`src/rtl/ddr_queue_rd_arbiter.sv`:
```
// Round-robin arbiter sharing one DDR read-descriptor port among P_QUEUE_NUM queues; completions routed back by issue-order ID FIFO.
// Optional DDR_RD_ARB_STRICT_PRIO_EN: lowest-index eligible queue always wins (rr pointer unused).

// ID FIFO: remembers the owning queue of each issued read in issue order.
// Latency: pop data is the current head (show-ahead), updates one cycle after push/pop.
// Backpressure: none; caller never pushes when full (credit) nor pops when empty.
module ddr_rd_arb_fifo #(
    parameter int WIDTH = 2,
    parameter int DEPTH = 16
) (
    input  logic             clk,
    input  logic             rst,
    input  logic             push,
    input  logic [WIDTH-1:0] push_dat,
    input  logic             pop,
    output logic [WIDTH-1:0] pop_dat,
    output logic             empty
);
    localparam int AW = (DEPTH > 1) ? $clog2(DEPTH) : 1;

    logic [WIDTH-1:0] mem [DEPTH];
    logic [AW-1:0]    wr_ptr;
    logic [AW-1:0]    rd_ptr;
    logic [AW:0]      count;

    assign pop_dat = mem[rd_ptr];
    assign empty   = (count == '0);

    always_ff @(posedge clk) begin
        if (push) mem[wr_ptr] <= push_dat;
    end

    always_ff @(posedge clk) begin
        if (rst) begin
            wr_ptr <= '0;
            rd_ptr <= '0;
            count  <= '0;
        end else begin
            if (push) wr_ptr <= (wr_ptr == AW'(DEPTH - 1)) ? '0 : wr_ptr + 1'b1;
            if (pop)  rd_ptr <= (rd_ptr == AW'(DEPTH - 1)) ? '0 : rd_ptr + 1'b1;
            case ({push, pop})
                2'b10:   count <= count + 1'b1;
                2'b01:   count <= count - 1'b1;
                default: count <= count;
            endcase
        end
    end
endmodule

// Purpose: grant one queue descriptor at a time onto the DDR read port, route completions back.
// Latency: queue valid -> o_m_rd_valid 1 cycle; i_m_rd_cpl -> o_q_rd_cpl 1 cycle; 1 descriptor / 2 cycles max.
// Backpressure: descriptor held until i_m_rd_ready; no grant while P_MAX_OUTSTANDING reads are in flight.
module ddr_queue_rd_arbiter #(
    parameter int P_QUEUE_NUM        = 4,
    parameter int C_M_AXI_ADDR_WIDTH = 32,
    parameter int P_MAX_OUTSTANDING  = 16,
    parameter int P_QID_WIDTH        = 2
) (
    input  logic                                      i_clk,
    input  logic                                      i_rst,
    input  logic [P_QUEUE_NUM-1:0]                    i_q_rd_valid,
    output logic [P_QUEUE_NUM-1:0]                    o_q_rd_ready,
    input  logic [P_QUEUE_NUM*C_M_AXI_ADDR_WIDTH-1:0] i_q_rd_addr,
    input  logic [P_QUEUE_NUM*16-1:0]                 i_q_rd_len,
    input  logic [P_QUEUE_NUM*8-1:0]                  i_q_rd_strb,
    output logic [P_QUEUE_NUM-1:0]                    o_q_rd_cpl,
    output logic                                      o_m_rd_valid,
    input  logic                                      i_m_rd_ready,
    output logic [C_M_AXI_ADDR_WIDTH-1:0]             o_m_rd_addr,
    output logic [15:0]                               o_m_rd_len,
    output logic [7:0]                                o_m_rd_strb,
    output logic [P_QID_WIDTH-1:0]                    o_m_rd_qid,
    input  logic                                      i_m_rd_cpl,
    output logic [6:0]                                o_outstanding,
    output logic                                      o_cpl_err
);
    typedef enum logic {IDLE, ISSUE} state_t;

    state_t                 state;
    logic                   credit_ok;
    logic                   win_vld;
    logic [P_QID_WIDTH-1:0] winner;
    logic                   lo_vld;
    logic [P_QID_WIDTH-1:0] lo_idx;
    logic                   push;
    logic                   pop;
    logic                   fifo_empty;
    logic [P_QID_WIDTH-1:0] head_qid;
`ifndef DDR_RD_ARB_STRICT_PRIO_EN
    logic [P_QID_WIDTH-1:0] rr_ptr;
    logic                   hi_vld;
    logic [P_QID_WIDTH-1:0] hi_idx;
`endif

    assign credit_ok = (o_outstanding < 7'(P_MAX_OUTSTANDING));
    assign push      = (state == ISSUE) && i_m_rd_ready;
    assign pop       = i_m_rd_cpl && !fifo_empty;

    // Downward scan so the last hit is the lowest index; hi_* restricts to indices at/above rr_ptr.
    always_comb begin
        lo_vld = 1'b0;
        lo_idx = '0;
`ifndef DDR_RD_ARB_STRICT_PRIO_EN
        hi_vld = 1'b0;
        hi_idx = '0;
`endif
        for (int n = P_QUEUE_NUM - 1; n >= 0; n--) begin
            if (i_q_rd_valid[n]) begin
                lo_vld = 1'b1;
                lo_idx = P_QID_WIDTH'(n);
            end
`ifndef DDR_RD_ARB_STRICT_PRIO_EN
            if (i_q_rd_valid[n] && (P_QID_WIDTH'(n) >= rr_ptr)) begin
                hi_vld = 1'b1;
                hi_idx = P_QID_WIDTH'(n);
            end
`endif
        end
`ifdef DDR_RD_ARB_STRICT_PRIO_EN
        winner = lo_idx;
`else
        winner = hi_vld ? hi_idx : lo_idx;
`endif
        win_vld = lo_vld && credit_ok && (state == IDLE) && !i_rst;
    end

    always_comb begin
        o_q_rd_ready = '0;
        if (win_vld) o_q_rd_ready[winner] = 1'b1;
    end

    ddr_rd_arb_fifo #(
        .WIDTH (P_QID_WIDTH),
        .DEPTH (P_MAX_OUTSTANDING)
    ) u_id_fifo (
        .clk      (i_clk),
        .rst      (i_rst),
        .push     (push),
        .push_dat (o_m_rd_qid),
        .pop      (pop),
        .pop_dat  (head_qid),
        .empty    (fifo_empty)
    );

    always_ff @(posedge i_clk) begin
        if (i_rst) begin
            state         <= IDLE;
            o_m_rd_valid  <= 1'b0;
            o_m_rd_addr   <= '0;
            o_m_rd_len    <= '0;
            o_m_rd_strb   <= '0;
            o_m_rd_qid    <= '0;
            o_q_rd_cpl    <= '0;
            o_outstanding <= '0;
            o_cpl_err     <= 1'b0;
`ifndef DDR_RD_ARB_STRICT_PRIO_EN
            rr_ptr        <= '0;
`endif
        end else begin
            case (state)
                IDLE: begin
                    if (win_vld) begin
                        o_m_rd_addr  <= i_q_rd_addr[winner*C_M_AXI_ADDR_WIDTH +: C_M_AXI_ADDR_WIDTH];
                        o_m_rd_len   <= i_q_rd_len[winner*16 +: 16];
                        o_m_rd_strb  <= i_q_rd_strb[winner*8 +: 8];
                        o_m_rd_qid   <= winner;
                        o_m_rd_valid <= 1'b1;
                        state        <= ISSUE;
`ifndef DDR_RD_ARB_STRICT_PRIO_EN
                        rr_ptr       <= (winner == P_QID_WIDTH'(P_QUEUE_NUM - 1)) ? '0 : winner + 1'b1;
`endif
                    end
                end
                ISSUE: begin
                    if (i_m_rd_ready) begin
                        o_m_rd_valid <= 1'b0;
                        state        <= IDLE;
                    end
                end
                default: state <= IDLE;
            endcase

            o_q_rd_cpl <= '0;
            if (pop) o_q_rd_cpl[head_qid] <= 1'b1;
            if (i_m_rd_cpl && fifo_empty) o_cpl_err <= 1'b1;

            case ({push, pop})
                2'b10:   o_outstanding <= o_outstanding + 7'd1;
                2'b01:   o_outstanding <= o_outstanding - 7'd1;
                default: o_outstanding <= o_outstanding;
            endcase
        end
    end
endmodule
```
`config.mk`:
```
export PLATFORM = sky130hd
export DESIGN_NAME = ddr_queue_rd_arbiter
export DESIGN_NICKNAME = d
export VERILOG_FILES = /design/src/rtl/ddr_queue_rd_arbiter.sv
export SDC_FILE = /design/constraint.sdc
export NUM_CORES = 1
export LEC_CHECK = 0
export CORE_UTILIZATION = 47
export CTS_CLUSTER_SIZE = 40
export DETAILED_ROUTE_END_ITERATION = 8
export GPL_ROUTABILITY_DRIVEN = 1
export PLACE_DENSITY = 0.88
export RECOVER_POWER = 100
export SKIP_CTS_REPAIR_TIMING = 1
export SLEW_MARGIN = 20
export SYNTH_ARGS = -nofsm -noshare
export SYNTH_HDL_FRONTEND = slang
export SYNTH_SLANG_ARGS = --single-unit
```
`constraint.sdc`:
```
create_clock -name i_clk -period 5 [get_ports i_clk]
set_input_delay 1 -clock i_clk [delete_from_list [all_inputs] [get_ports i_clk]]
set_output_delay 1 -clock i_clk [all_outputs]
set_load 0.005 [all_outputs]
```
==> Yosys cells after proc, flatten, opt, wreduce, memory -nomap -nowiden <==
Memories as Yosys holds them, arrays and structs flattened. A register that Yosys moved wholly into a read port is not among the register bits.
Index checks and enable logic that the tools add are counted.
{ "totals": {"inputBits": 232, "latchBits": 0, "mem_bits_ro": 0, "ramBits": 32, "elab_cells": 98, "ff_bits": 87, "mem_count": 1, "out_inout_bits": 75} }
{ "op_classes": {"n_mul": 0, "div_mod_pow": 0, "shifts": 3, "n_reduce_logical": 19, "bitwise": 2, "eq_ne": 7, "muxes": 37, "order_cmp": 9, "addsub": 7} }
{ "memory_table": {"columns": ["name", "words", "word_bits", "read_ports", "rd_clocked_by_memory_dff", "write_ports", "line", "text"], "rows": [
  ["u_id_fifo.mem", 16, 2, 1, 1, 1, "21", "logic [WIDTH-1:0] mem [DEPTH];"]
]} }
{ "op_table": {"columns": ["op", "count"], "rows": [
  ["variable part select 128 x 8 -> 32 bit", 1],
  ["variable part select 64 x 7 -> 16 bit", 1],
  ["variable part select 32 x 6 -> 8 bit", 1],
  ["two-way mux 2 bit", 10],
  ["two-way mux 4 bit", 5],
  ["two-way mux 1 bit", 16],
  ["one-hot mux 7 bit (2 select lines)", 1],
  ["logical AND 1 bit", 12],
  ["one-hot mux 5 bit (2 select lines)", 1],
  ["adder 4 x 1 -> 4 bit (second input constant)", 2],
  ["equality test 4 bit (second input constant)", 2],
  ["adder 7 x 1 -> 7 bit (second input constant)", 1],
  ["< comparator 7 x 5 -> 1 bit (second input constant)", 1],
  ["subtractor 7 x 1 -> 7 bit (second input constant)", 1],
  ["< comparator 2 x 3 -> 1 bit (second input constant)", 2],
  ["adder 5 x 1 -> 5 bit (second input constant)", 1],
  ["zero test 5 bit", 1],
  ["subtractor 5 x 1 -> 5 bit (second input constant)", 1],
  ["demux 1 bit (select 2 bit)", 2],
  ["equality test 2 bit (second input constant)", 2],
  ["greater-or-equal comparator 1 x 2 -> 1 bit (first input constant)", 2],
  ["greater-or-equal comparator 2 x 1 -> 1 bit (second input constant)", 2],
  ["greater-or-equal comparator 2 bit (first input constant)", 2],
  ["!= test 2 bit (second input constant)", 2],
  ["8 further kinds", 12]
]} }

==> Logic depth before layout (Yosys ltp) <==
Gate-level depths: netlist of run 1.
{ "depth": {"ltp_word": 12, "mapped_depth": 14, "depth_no_buf": 11} }

==> Hierarchy <==
Synthesis of run 1 repeated with hierarchy kept, for this count alone.
{ "unflattened": {"hier_cells": 617, "hier_area_um2": 6463.7} }
{ "modules_own_cells": {"columns": ["mod", "cells_each", "seq_area_each_um2", "area_each_um2", "n_inst"], "rows": [
  ["ddr_queue_rd_arbiter", 450, 1481.4, 4254.1, 1],
  ["ddr_rd_arb_fifo", 167, 1301.2, 2209.6, 1]
]} }

==> Least setup slack after synthesis of run 1 <==
OpenSTA, ideal clock, no wires.
{ "synth_timing": {"path_type": "input to register", "start": "in i_m_rd_ready", "end": "reg u_id_fifo.count[4]", "setup_ps": 123, "arrival_time_ps": 3491, "path_stages": 12, "setup_slack_ps": 1385, "path_cell_list": "and2_1 -> clkbuf_1 -> inv_1 -> ha_1 -> clkbuf_1 -> buf_1 -> xor2_1 -> ha_1 -> a21oi_1 -> or3b_2 -> a31oi_1 -> mux2_1"} }
{ "synth_between": {"elab_chain_cells": 3} }
{ "synth_lines": {"columns": ["item", "line", "text"], "rows": [
  ["from (decl)", "68", "input logic i_m_rd_ready,"],
  ["logical AND 1 bit (*)", "96", "assign push = (state == ISSUE) && i_m_rd_ready;"],
  ["equality test 2 x 1 -> 1 bit / equality test 2 bit (equally long branches)", "41", "case ({push, pop})"],
  ["one-hot mux 5 bit (2 select lines) / nonzero test 2 bit (equally long branches)", null, null],
  ["to (signal assigned)", "42", "2'b10: count <= count + 1'b1;"],
  ["to (signal assigned)", "43", "2'b01: count <= count - 1'b1;"],
  ["to (signal assigned)", "44", "default: count <= count;"],
  ["to (decl)", "24", "logic [AW:0] count;"]
]} }
Every way passes the cells marked *; elsewhere a longest branch is shown, timed or not.
A chain may end at the register's enable or synchronous reset.

==> Worst setup path after layout of run 1 <==
{ "layout_timing": {"start": "in i_q_rd_valid[0]", "end": "out o_q_rd_ready[3]"} }
{ "layout_between": {"elab_chain_cells": 8} }
{ "layout_lines": {"columns": ["item", "line", "text"], "rows": [
  ["from (decl)", "61", "input logic [P_QUEUE_NUM-1:0] i_q_rd_valid,"],
  ["logical AND 1 bit", "113", "if (i_q_rd_valid[n] && (P_QID_WIDTH'(n) >= rr_ptr)) begin"],
  ["two-way mux 2 bit / two-way mux 1 bit (equally long branches)", "113", null],
  ["two-way mux 2 bit (*)", "122", "winner = hi_vld ? hi_idx : lo_idx;"],
  ["via winner[1]", "82", "logic [P_QID_WIDTH-1:0] winner;"],
  ["< comparator 2 x 3 -> 1 bit (implied by the code) / greater-or-equal comparator 2 x 1 -> 1 bit (equally long branches)", "129", "if (win_vld) o_q_rd_ready[winner] = 1'b1;"],
  ["logical AND 1 bit (implied by the code)", "129", null],
  ["two-way mux 1 bit (implied by the code)", "129", null],
  ["demux 1 bit (select 2 bit) (*)", "129", null],
  ["two-way mux 4 bit (*)", "129", null],
  ["to (decl)", "62", "output logic [P_QUEUE_NUM-1:0] o_q_rd_ready,"]
]} }
Mark *: on every way through the listed nets, which the timed path passes. The rest lies on a longest branch.

==> results of run 1 <==
## state kept, by name, summed over array words and instances (netlist names), named ones only
name and cells:
o_cpl_err 1, o_m_rd_addr 32, o_m_rd_len 16, o_m_rd_qid 2, o_m_rd_strb 8, o_m_rd_valid 1, o_outstanding 7, o_q_rd_cpl 4
rr_ptr 2, state 1, u_id_fifo.count 5, u_id_fifo.mem 32, u_id_fifo.rd_ptr 4, u_id_fifo.wr_ptr 4
## synth_stat cells, types with 2 or more instances
cell | count | area [µm²]
nor2_1 | 37 | 139
or3_1 | 4 | 25.0
mux2_1 | 2 | 22.5
buf_1 | 6 | 22.5
clkbuf_1 | 55 | 206
nor2b_1 | 3 | 18.8
nor3b_1 | 4 | 30.0
inv_1 | 7 | 26.3
o21ai_1 | 2 | 10.0
dfxtp_1 | 91 | 1820
nor4b_1 | 3 | 26.3
xnor2_1 | 2 | 17.5
edfxtp_1 | 32 | 961
or4b_1 | 2 | 20.0
a21oi_1 | 29 | 145
buf_2 | 19 | 95.1
nand2b_1 | 8 | 50.1
nor3_1 | 4 | 20.0
o21ai_0 | 5 | 25.0
xor2_1 | 8 | 70.1
mux2i_1 | 61 | 611
o211ai_1 | 58 | 435
inv_2 | 2 | 7.51
mux4_2 | 10 | 225
a21o_1 | 57 | 428
or4_1 | 3 | 22.5
and3_1 | 3 | 18.8
o31ai_1 | 56 | 420
nand2_1 | 83 | 312
nor4_1 | 4 | 25.0
nand3_1 | 7 | 35.0
or2_2 | 3 | 18.8
and2_1 | 5 | 31.3
a311oi_1 | 3 | 26.3
ha_1 | 12 | 150
nand4_1 | 57 | 357
a31oi_1 | 2 | 12.5
## logic make-up (layout without fill, tap and decap cells)
| family | Yosys count | count (layout) | synth area share [%] |
|---|---|---|---|
| AND/OR/NAND/NOR | 236 | 236 | 16.9 |
| AO/OA/AOI/OAI | 226 | 226 | 23.3 |
| flip-flops | 123 | 123 | 39.1 |
| buffers and inverters | 90 | 364 | 5.19 |
| multiplexers | 73 | 73 | 12.1 |
| adder cells (fa/ha/maj) | 12 | 12 | 2.11 |
| XOR/XNOR | 10 | 10 | 1.23 |
## metrics by stage
stage | util [%] | power [mW] | std cells | cell area (µm²) | hold WS [ns]
after detailed placement | 70.1 | 3.59 | 1196 | 10300 | 0.458
after floorplan | - | 2.62 | 770 | 7110 | 0.453
after CTS | 74.0 | 4.81 | 1228 | 10800 | 0.472
after global routing | 73.8 | 4.93 | 1228 | 10800 | 0.486
after global placement | 70.1 | 3.54 | 1196 | 10300 | 0.449
final | 73.8 | 4.70 | 1228 | 10800 | 0.462
## critical path: cells and delay by family
family | cells | cell delay, ns
compound gates | 1 | 0.51
fa+ha+maj | 1 | 0.19
buf+inv | 3 | 1.25
simple gates | 3 | 0.53
## final cells by class
type / instances / area (µm²) / area share, %
Sequential cell: 123 / 2780 / 25.7
Clock buffer: 19 / 443 / 4.10
Inverter: 9 / 35.0 / 0.324
Timing Repair Buffer: 323 / 3210 / 29.7
Multi-Input combinational cell: 557 / 3980 / 36.8
Clock inverter: 13 / 131 / 1.22
Tap cell: 184 / 230 / 2.13
## path summary, 6_finish.rpt
check                                        start          endpoint  slack [ns]  cells after the start
worst min-delay path               o_m_rd_addr[27]   o_m_rd_addr[27]        0.46                      2
worst min register to register     o_m_rd_addr[27]   o_m_rd_addr[27]        0.46                      2
worst max register to register  u_id_fifo.count[1]  o_outstanding[4]        1.08                     12
worst max-delay path               i_q_rd_valid[0]   o_q_rd_ready[3]        0.53                      8
## metal layers
metal,vias up,share of wire (%),track usage (%)
met4,0,3.4,13.3
met3,59,6.8,8.30
met2,363,51,54.9
met1,3556,39,37.3
li1,3449,-,-
met5,-,0,0
## where the power goes
| part | switching (mW) | leakage, nW | internal, mW | total, mW |
|---|---|---|---|---|
| sequential | 0.204 | 1.04 | 1.29 | 1.50 |
| clock | 0.498 | 0.272 | 0.708 | 1.21 |
| combinational | 1.02 | 2.78 | 0.986 | 2.00 |
| total | 1.72 | 4.10 | 2.99 | 4.70 |
==> impl_metrics.ini, run 1 <==
[status]
status = finished, violations left
violations = DRC, capacitance limit, slew limit

[sta]
timing.fmax_mhz = 224
finalHoldViolCount = 0
fin_crit_sh_pct = 89.4
finClkSkew_ns = 0.0102
final_max_slew_viol_count = 66
fin_crit_ns = 4.47
setup_tns_ns = 0
rsz0062_at_grt = false
setup_ws_ns = 0.528
slew_headroom_pct = -45.6
setup_viol = 0
worst_slew_pin_slew_ns = 2.18

[finish]
layout_common_cells = clkdlybuf4s50_1, dfxtp_1, nand2_1, dlygate4sd3_1, mux2i_1
layout.nets = 1275
drive_gt1_share_pct = 6.99
area_growth_pct = 52.0
antenna_cells = 0
fillers = 1042
final_common_cell = clkdlybuf4s50_1

[die]
die-area_um2 = 15600
row_count = 44
ios = 307
die_width_um = 125
core_um2 = 14600
initial_utilization_pct = 48.5
die_h_um = 125

[route]
drc = 10
wire_per_inst_um = 20.2
route.antenna.remaining_nets = 0
vias = 7427
first_iter_violations = 632
totalWireLength_um = 24900
routed_via_density = 6.05
firstDrtPassIters = 7

[hold_path]
min_path_type = flop to flop

[grt]
grt_pass1_wl_um = 38600
antenna_found_initial = 0
grt_overflow = 0
grt_pass1_vias = 7146
grtUsageTotal_pct = 31.8
grt_max_degree = 57

[yosys]
yosysSeqAreaShare_pct = 39.1
synth.avg_cell_area_um2 = 9.23
ys_types = 58
synth_edf_count = 32
ys_seq_elements = 123
yosysWarnings = 0
async_reset_ff_share_pct = 0
synth_cells = 770
syn-cell-area_um2 = 7110
synth_flop_cell = dfxtp_1
synth_nets = 1014

[pwr]
p_leak_nw = 4.10
ir_worst_vdd_v = 0.000261
p_per_area_nw_per_um2 = 435

[clock_network]
clk_pin_slew_ns = 0.06
clk_latency_ns = 0.42
clockBufferDepth = 2
numCtsBuffers = 17
h-tree-depth = 4
clock-sinks = 123
cts_tree = yes
cts_root_buf = clkbuf_16

[setup_path]
path_class = input port to output port
start_kind = input port
worstPathRequired_ns = 4.00
worst_ep_arrival_time_ns = 3.47
cp-end-kind = output port
cpMostUsedCell = dlygate4sd3_1
cp_max_fo = 4
max_stage_delay_ns = 0.60
path_cells = dlygate4sd3_1, nand2_1, a311oi_1, or2_2, inv_1, ha_1, and2_1, dlygate4sd3_1
crit_slowest_cell = dlygate4sd3_1

[flow_run]
drv_cap = 2

[placed_design]
gp_congestion = 0.862
dp_hpwl_um = 17700
portBuffers = 306
dp_slack_ns = 0.727
No activity file was read; power rests on OpenSTA's default activity.
==> run 2: changes to the inputs <==
- GPL_TIMING_DRIVEN: unset -> 1
==> results of run 2 <==
No change in the layout: final DEF, timing and power equal those of run 1.
==> run 3: changes to the inputs <==
- CORE_MARGIN: unset -> 4
- REMOVE_ABC_BUFFERS: unset -> 1
- SKIP_LAST_GASP: unset -> 1
==> run 3 against run 2 <==
The flow finishes with violations (capacitance limit, slew limit). Register-to-register slack gained 0.37 ns. Maximum frequency shrank 0.22%. Combinational power is essentially flat. Utilization shrank 0.29 points. Clock power grew 5%.
==> impl_metrics.ini, run 3 (synthesis results as in run 1) <==
[grt]
grt_busiest_layer = met2
met1_usage_pct = 35.5
antenna_found_initial = 1
grtUsageTotal_pct = 30.1
use_met2_pct = 51.1
globalRouteMet3Util_pct = 9.27
grt_max_degree = 59
grt_pass1_wl_um = 39800
grt_pass1_vias = 7309
grt_overflow = 0

[placed_design]
dp.cells = 1192
place_area_um2 = 10200
portBuffers = 306
dp_hpwl_um = 18500
gp_congestion = 0.840

[clock_network]
numCtsBuffers = 17
clk_pin_slew_ns = 0.06
h-tree-depth = 4
cts_root_buf = clkbuf_16
clockBufferDepth = 2
cts_tree = yes
clk_latency_ns = 0.42
clock-sinks = 123

[setup_path]
cp_max_fo = 5
crit_start = i_q_rd_valid[2]
crit_slowest_cell = dlygate4sd3_1
worstPathRequired_ns = 4.00
start_kind = input port
reg2reg_to = o_outstanding[4]
path_cells = dlygate4sd3_1, nor2b_1, a311oi_1, or2_2, inv_1, ha_1, and2_1, dlygate4sd3_1
cp-end-kind = output port
endpoint = o_q_rd_ready[3]
r2r_slack_ns = 1.45
r2r-start = u_id_fifo.count[1]
path_class = input port to output port
worst_ep_arrival_time_ns = 3.48
reg2reg_depth = 10
cpMostUsedCell = dlygate4sd3_1
max_stage_delay_ns = 0.60

[sta]
setup_viol = 0
fin_crit_sh_pct = 89.6
setup_tns_ns = 0
worst_slew_pin_slew_ns = 1.99
finClkSkew_ns = 0.00612
finalHoldViolCount = 0
slew_headroom_pct = -32.5
fin_crit_ns = 4.48
final_max_slew_viol_count = 98
rsz0062_at_grt = false
timing.fmax_mhz = 223

[finish]
largest_registers = o_m_rd_addr (32), u_id_fifo.mem (32), o_m_rd_len (16)
final_core_util_pct = 73.5
fillers = 1036
fin_cells = 1224
layout_common_cells = clkdlybuf4s50_1, dfxtp_1, nand2_1, dlygate4sd3_1, mux2i_1
fin_area_um2 = 10800
area_growth_pct = 52.0
multi_input_area_um2 = 3990
drive_gt1_share_pct = 6.92
antenna_cells = 0
layout.nets = 1271
seqCellArea_um2 = 2780
final_common_cell = clkdlybuf4s50_1

[route]
first_iter_violations = 656
routed_via_density = 6.08
wire_per_inst_um = 21.5
vias = 7443
totalWireLength_um = 26400
firstDrtPassIters = 6
route.antenna.remaining_nets = 0
drc = 0

[die]
die_width_um = 131
die_h_um = 131
core_um2 = 14700
ios = 307
initial_utilization_pct = 48.4
row_count = 44
die-area_um2 = 17200

[flow_run]
drv_cap = 2

[pwr]
clock_power_share_pct = 26.5
seq_power_share_pct = 31.4
switchingPower_mw = 1.73
p_int_mw = 3.05
p_per_area_nw_per_um2 = 443
switching_share_pct = 36.2
power_frac_comb_pct = 42.0
ir_worst_vdd_v = 0.000282
p_leak_nw = 4.10

[hold_path]
min_path_type = flop to flop

[status]
violations = capacitance limit, slew limit
status = finished, violations left
run 3: cell types whose count changed in the layout (fill, tap and decap cells not counted), sizes merged:
cell	previous run	this run
clkinvlp	3	1
dlygate4sd3	79	78
clkinv	4	6
clkdlybuf4s50	227	228
bufinv	1	2
clkbuf	21	23
inv	14	13
buf	15	9
run 3: metrics by stage:
stage	hold WS, ns	total power [mW]	setup WS (ns)
global placement	0.451	3.55	0.790
finish	0.460	4.79	0.518
floorplan	0.447	2.53	0.163
global route	0.495	5.03	0.411
CTS	0.473	4.89	0.703
detailed placement	0.459	3.60	0.703
run 3: worst min-delay path by stage:
stage,startpoint,end,slack (ns),depth (start not counted)
finish,o_m_rd_addr[27],o_m_rd_addr[27],0.46,2
global route,o_m_rd_addr[4],o_m_rd_addr[4],0.50,2
CTS,o_m_rd_addr[27],o_m_rd_addr[27],0.47,2
detailed placement,o_cpl_err,o_cpl_err,0.46,2
global placement,o_cpl_err,o_cpl_err,0.45,2
floorplan,o_m_rd_valid,o_m_rd_valid,0.45,2
run 3: layer usage:
| layer | wire length (µm) | up-vias | share of wire (%) |
|---|---|---|---|
| met2 | 13200 | 404 | 50 |
| met3 | 2360 | 65 | 8.9 |
| li1 | - | 3450 | - |
| met1 | 9720 | 3522 | 37 |
| met5 | 20 | - | 0.076 |
| met4 | 1010 | 2 | 3.8 |
run 3: final cells by class:
class	count	area share [%]
Sequential cell	123	25.8
Timing Repair Buffer	319	29.3
Inverter	9	0.324
Multi-Input combinational cell	557	36.9
Clock buffer	19	4.19
Clock inverter	13	1.45
Tap cell	184	2.13
run 3: power by group through the flow:
stage | clock [mW] | combinational [mW] | sequential [mW]
floorplan | 0 | 1.03 | 1.51
global placement | 0 | 2.04 | 1.51
detailed placement | 0 | 2.08 | 1.52
CTS | 1.28 | 2.10 | 1.51
global route | 1.33 | 2.17 | 1.54
finish | 1.27 | 2.01 | 1.50
run 3: critical path: cells and delay by family:
family | cells | cell delay (ns)
AO/OA/AOI/OAI | 1 | 0.49
buffers and inverters | 3 | 1.26
AND/OR/NAND/NOR | 3 | 0.55
adder cells (fa/ha/maj) | 1 | 0.19
